$ cat src/rtl/instr_issue_sequencer_pkg.sv
// Shared definitions for the instruction issue sequencer: FSM state encoding and
// MIPS opcode constants plus an I-type word builder used by benches.
package instr_issue_sequencer_pkg;

  typedef enum logic [1:0] {
    S_IDLE    = 2'd0,
    S_PRE_RST = 2'd1,
    S_ISSUE   = 2'd2,
    S_WAIT    = 2'd3
  } state_e;

  localparam logic [5:0] OP_RTYPE = 6'd0;
  localparam logic [5:0] OP_LW    = 6'd35;
  localparam logic [5:0] OP_SW    = 6'd43;

  function automatic logic [31:0] mk_itype(input logic [5:0] op, input logic [4:0] rs,
                                           input logic [4:0] rt, input logic [15:0] imm);
    return {op, rs, rt, imm};
  endfunction

endpackage

$ cat src/rtl/instr_issue_sequencer_sync_fifo.sv
// Synchronous FIFO with flush; head word is visible on rdata_o while count_o > 0.
module instr_issue_sequencer_sync_fifo #(
  parameter int unsigned WIDTH = 32,
  parameter int unsigned DEPTH = 8
) (
  input  logic                       clk_i,
  input  logic                       rst_i,
  input  logic                       push_i,
  input  logic                       pop_i,
  input  logic                       flush_i,
  input  logic [WIDTH-1:0]           wdata_i,
  output logic [WIDTH-1:0]           rdata_o,
  output logic [$clog2(DEPTH+1)-1:0] count_o
);

  localparam int unsigned PW = (DEPTH > 1) ? $clog2(DEPTH) : 1;
  localparam int unsigned CW = $clog2(DEPTH + 1);

  logic [WIDTH-1:0] mem_q [DEPTH];
  logic [PW-1:0]    wr_ptr_q;
  logic [PW-1:0]    rd_ptr_q;
  logic [CW-1:0]    count_q;

  // Storage array carries no reset; validity is tracked by count_q.
  always_ff @(posedge clk_i) begin
    if (push_i) begin
      mem_q[wr_ptr_q] <= wdata_i;
    end
  end

  always_ff @(posedge clk_i or posedge rst_i) begin
    if (rst_i) begin
      wr_ptr_q <= '0;
      rd_ptr_q <= '0;
      count_q  <= '0;
    end else if (flush_i) begin
      wr_ptr_q <= '0;
      rd_ptr_q <= '0;
      count_q  <= '0;
    end else begin
      if (push_i) wr_ptr_q <= wr_ptr_q + PW'(1);
      if (pop_i)  rd_ptr_q <= rd_ptr_q + PW'(1);
      case ({push_i, pop_i})
        2'b10:   count_q <= count_q + CW'(1);
        2'b01:   count_q <= count_q - CW'(1);
        default: count_q <= count_q;
      endcase
    end
  end

  assign rdata_o = mem_q[rd_ptr_q];
  assign count_o = count_q;

endmodule

$ cat src/rtl/instr_issue_sequencer.sv
// Issues buffered instruction words to the core one at a time: optional core reset
// pulse, one-cycle Newinstr strobe, then wait for cpu_done or a timeout.
module instr_issue_sequencer
  import instr_issue_sequencer_pkg::*;
#(
  parameter int unsigned WIDTH         = 32,
  parameter int unsigned DEPTH         = 8,
  parameter int unsigned RESET_BETWEEN = 1,
  parameter int unsigned TIMEOUT       = 16,
  parameter int unsigned CNT_W         = 16
) (
  input  logic                       Clock,
  input  logic                       Reset,
  input  logic                       in_valid,
  input  logic [WIDTH-1:0]           in_instr,
  output logic                       in_ready,
  input  logic                       enable,
  input  logic                       flush,
  input  logic                       err_clr,
  output logic [WIDTH-1:0]           Instrword,
  output logic                       Newinstr,
  output logic                       cpu_reset,
  input  logic                       cpu_done,
  output logic                       busy,
  output logic [$clog2(DEPTH+1)-1:0] fifo_count,
  output logic [CNT_W-1:0]           issued_count,
  output logic                       timeout_err
);

  localparam int unsigned CW = $clog2(DEPTH + 1);
  localparam int unsigned TW = (TIMEOUT > 1) ? $clog2(TIMEOUT) : 1;

  state_e           state_q, state_d;
  logic [WIDTH-1:0] instr_q, instr_d;
  logic             newinstr_q, newinstr_d;
  logic             cpu_reset_q, cpu_reset_d;
  logic [TW-1:0]    timer_q, timer_d;
  logic [CNT_W-1:0] issued_q, issued_d;
  logic             err_q, err_d;
  logic             push;
  logic             pop;
  logic [WIDTH-1:0] head;

  assign in_ready = (fifo_count < CW'(DEPTH));
  assign push     = in_valid && in_ready;

  instr_issue_sequencer_sync_fifo #(
    .WIDTH(WIDTH),
    .DEPTH(DEPTH)
  ) u_fifo (
    .clk_i  (Clock),
    .rst_i  (Reset),
    .push_i (push),
    .pop_i  (pop),
    .flush_i(flush),
    .wdata_i(in_instr),
    .rdata_o(head),
    .count_o(fifo_count)
  );

  always_ff @(posedge Clock or posedge Reset) begin
    if (Reset) begin
      state_q     <= S_IDLE;
      instr_q     <= '0;
      newinstr_q  <= 1'b0;
      cpu_reset_q <= 1'b0;
      timer_q     <= '0;
      issued_q    <= '0;
      err_q       <= 1'b0;
    end else begin
      state_q     <= state_d;
      instr_q     <= instr_d;
      newinstr_q  <= newinstr_d;
      cpu_reset_q <= cpu_reset_d;
      timer_q     <= timer_d;
      issued_q    <= issued_d;
      err_q       <= err_d;
    end
  end

  // Strobes are registered decodes of the state, so each lands one cycle after entry.
  always_comb begin
    state_d     = state_q;
    instr_d     = instr_q;
    timer_d     = timer_q;
    issued_d    = issued_q;
    err_d       = err_q;
    pop         = 1'b0;
    newinstr_d  = (state_q == S_ISSUE);
    cpu_reset_d = (state_q == S_PRE_RST);

    if (err_clr) err_d = 1'b0;

    case (state_q)
      S_IDLE: begin
        // A flush cycle must not pop, or the popped word would survive the flush.
        if (enable && (fifo_count != '0) && !flush) begin
          pop     = 1'b1;
          instr_d = head;
          state_d = (RESET_BETWEEN != 0) ? S_PRE_RST : S_ISSUE;
        end
      end
      S_PRE_RST: state_d = S_ISSUE;
      S_ISSUE: begin
        timer_d = '0;
        state_d = S_WAIT;
      end
      S_WAIT: begin
        if (cpu_done) begin
          issued_d = issued_q + CNT_W'(1);
          state_d  = S_IDLE;
        end else if (timer_q == TW'(TIMEOUT - 1)) begin
          err_d   = 1'b1;
          state_d = S_IDLE;
        end else begin
          timer_d = timer_q + TW'(1);
        end
      end
      default: state_d = S_IDLE;
    endcase
  end

  assign Instrword    = instr_q;
  assign Newinstr     = newinstr_q;
  assign cpu_reset    = cpu_reset_q;
  assign busy         = (state_q != S_IDLE);
  assign issued_count = issued_q;
  assign timeout_err  = err_q;

endmodule

$ cat config.mk
export PLATFORM = sky130hd
export DESIGN_NAME = instr_issue_sequencer
export DESIGN_NICKNAME = d
export VERILOG_FILES = /design/src/rtl/instr_issue_sequencer_pkg.sv /design/src/rtl/instr_issue_sequencer_sync_fifo.sv /design/src/rtl/instr_issue_sequencer.sv
export SDC_FILE = /design/constraint.sdc
export NUM_CORES = 1
export LEC_CHECK = 0
export ABC_AREA = 1
export CAP_MARGIN = 20
export CORE_MARGIN = 8
export CORE_UTILIZATION = 40
export CTS_CLUSTER_DIAMETER = 50
export CTS_CLUSTER_SIZE = 12
export DETAILED_ROUTE_END_ITERATION = 8
export SYNTH_ARGS = -nofsm -noshare
export SYNTH_HDL_FRONTEND = slang
export SYNTH_HIERARCHICAL = 1
export SYNTH_SLANG_ARGS = --single-unit
$ cat constraint.sdc
create_clock -name Clock -period 4.3 [get_ports Clock]
set_clock_uncertainty 0.05 [all_clocks]
set_input_delay 1.29 -clock Clock [delete_from_list [all_inputs] [get_ports Clock]]
set_output_delay 1.29 -clock Clock [all_outputs]
set_load 0.005 [all_outputs]
==> out/qor.yml <==
place:
  place_ws_ns: 0.588
  hpwlAfterDp_um: 18500
  dp_cells: 1673
  io_buffers: 95
  routabilityCongestion: 0.778
synthesis:
  synth_fp_nets: 1219
  synthTopCellsByCount: "nand2_1 (259), edfxtp_1 (256), nor2_1 (219)"
  async_flop_share_pct: 20.7
  yosys.cell_count.top_type: "nand2_1"
  ys_types: 34
  synth-edff-count: 256
  synth_top_area_cell: "edfxtp_1"
  synth.yosys.seq_area_share_pct: 70.8
  synth_top_area_share_pct: 58.1
  yosys_most_used_dff: "edfxtp_1"
  synth.ff_latch_count: 323
  synthTopCellsByArea: "edfxtp_1 (58%), dfrtp_1 (13%), nand2_1 (7.4%)"
  ys_warn_count: 6
  synthCells: 1169
  syn-cell-area_mm2: 0.0132
  synth.avg_cell_area_um2: 11.3
detailed_routing:
  met2_length_um: 13600
  post_drt_wl_per_cell_um: 17.3
  drtIter0Drc: 555
  viasPerCell: 4.91
  drc: 0
  first_pass_iters: 5
  num_vias: 8530
  ant_nets: 0
  maxUsedRoutingLayer: "met4"
  met3_length_um: 1780
  wl_met1_um: 14200
  drt-total-wl_um: 30100
final_layout:
  post-route-util_pct: 48.5
  diodes: 0
  area_delta_synth_final_pct: 19.3
  drive_above_1_share_pct: 7.95
  fill_cells: 2899
  fin_cells: 1738
  fin_nets: 1319
floorplanning:
  die_x_um: 198
  die-height_um: 198
  fp-row-count: 66
  fp.coreArea_mm2: 0.0325
  initial_utilization_pct: 40.6
  io_pins: 96
  dieArea_mm2: 0.0391
setup_path:
  regToRegStartpoint: "u_fifo/rd_ptr_q[0]"
  cp_max_fo: 16
  r2r-end: "Instrword[0]"
  critical_path_class: "in -> reg"
  crit_path_end: "u_fifo/mem_q[4][10]"
  reg2regPathDepth: 8
  worst-endpoint-required_ns: 4.46
  critPathTopFamily: "simple AND/OR/NAND/NOR gates"
  max_stage_delay_ns: 0.52
  crit_slowest_cell: "nor2_4"
  crit_path_end_kind: "flop"
  crit_chain: "clkdlybuf4s50_1 -> inv_1 -> nor2_1 -> nand2_1 -> nor2_4 -> buf_4"
  crit_arrival_ns: 3.30
  path_buf_inv: 3
  r2r_slack_ns: 1.37
  worstSetupStartpointType: "primary input"
  worst-path-stages: 6
  crit_start: "in_valid"
power:
  leakage_nw: 6.03
  p_per_area_mw_per_mm2: 520
  vdd_drop_max_uv: 222
clock_tree:
  insertion_delay_ns: 0.51
  cts_resized: 0
  cts_setup_buffers: 0
  clk_path_buf_depth: 3
  cts_buffers: 36
  root_buffer: "clkbuf_16"
  ctsHoldBuffers: 0
  htreeDepth: 2
  cts_num_sinks: 323
  cts_tree: "done"
  path_clk_slew_ns: 0.06
sta:
  period_minus_slack_ns: 3.14
  slew_violations: 0
  fin_ws_ns: 1.16
  finalSetupTns_ns: 0
  worst_pin_slew_ns: 0.930
  max_slew_margin_pct: 38.0
  setup_viol: 0
  fmax_mhz: 318
  final_hold_viol_count: 0
  fin_crit_sh_pct: 73.0
  rsz0062_at_grt: "no"
global_route:
  grt_start_max_net_pins: 86
  antenna_found_initial: 0
  grt_pass1_vias: 8463
  grtUsageTotal_pct: 15.5
  gr-total-overflow: 0
  grt_pass1_wl_um: 48000
worst_hold_path:
  hold_path_class: "reg -> reg"
flow_run:
  maxCapViolations: 0
status:
  status: "completed"
==> where the power goes <==
| group | switching (mW) | internal (mW) | total (mW) |
|---|---|---|---|
| sequential | 0.215 | 3.68 | 3.89 |
| clock | 1.19 | 1.71 | 2.91 |
| combinational | 0.770 | 0.637 | 1.41 |
| total | 2.18 | 6.02 | 8.20 |
==> state kept, by name, indices dropped and copies added (netlist names) <==
| name | cells |
|---|---|
| u_fifo/mem_q | 256 |
| timer_q | 4 |
| u_fifo/rd_ptr_q | 3 |
| cpu_reset | 1 |
| u_fifo/count_o | 4 |
| issued_count | 16 |
| Instrword | 32 |
| state_q | 2 |
| u_fifo/wr_ptr_q | 3 |
| timeout_err | 1 |
| Newinstr | 1 |
==> area by class of cell <==
class	instances	area [µm²]	share of cell area, %
flip-flops and latches	323	9370	59.4
inverters	43	163	1.03
clock inverters	12	103	0.650
clock buffers	53	1020	6.44
well taps	442	553	3.51
repair buffers	118	1140	7.20
multi-input cells	747	3430	21.8
==> worst min path at each step <==
stage,from,end,slack (ns),cells after the start
4_1_cts,Instrword[11],Instrword[11],0.43,2
5_1_grt,Instrword[7],Instrword[7],0.45,2
6_report,Instrword[8],Instrword[8],0.43,2
3_5_place_dp,Instrword[10],Instrword[10],0.41,2
2_1_floorplan,timer_q[0],timer_q[0],0.42,1
3_3_place_gp,Instrword[31],Instrword[31],0.41,2
==> routing by layer <==
layer / up-vias / track usage, %
li1: 4176 / -
met3: 40 / 2.90
met4: 0 / 3.87
met2: 215 / 24.5
met1: 4099 / 21.9
met5: - / 0
==> kinds of logic after synthesis <==
logic type	share of synthesized area (%)
compound gates	8.03
xor+xnor	0.918
buf+inv	3.69
flops	70.8
simple gates	15.5
fa+ha+maj	1.04
==> worst min-delay path, stage by stage (launching register included) <==
cell	delay (ns)
dfrtp_1	0.34
nand2_1	0.05
nand2_1	0.05
==> placed cells by master (no fill, tap or decap), types with 4 or more instances in the layout <==
| cell type | count |
|---|---|
| xor2_1 | 8 |
| clkbuf_16 | 37 |
| a21oi_1 | 7 |
| o21ai_0 | 142 |
| inv_1 | 38 |
| clkinv_2 | 6 |
| o21ai_1 | 60 |
| nand2_1 | 259 |
| xnor2_1 | 4 |
| dfrtp_1 | 65 |
| clkdlybuf4s50_1 | 95 |
| nor2_1 | 211 |
| clkbuf_1 | 13 |
| edfxtp_1 | 256 |
| buf_4 | 22 |
| nand3_1 | 15 |
| ha_1 | 11 |
| nor2_4 | 13 |
==> through the flow <==
step           total power [mW]  hold WS, ns  instance area (µm²)
2_1_floorplan              4.67        0.421                13200
3_3_place_gp               5.36        0.413                14700
3_5_place_dp               5.38        0.414                14700
4_1_cts                    8.30        0.431                15800
5_1_grt                    8.62        0.448                15800
6_report                   8.20        0.428                15800
Power figures use the tool's default switching activity.
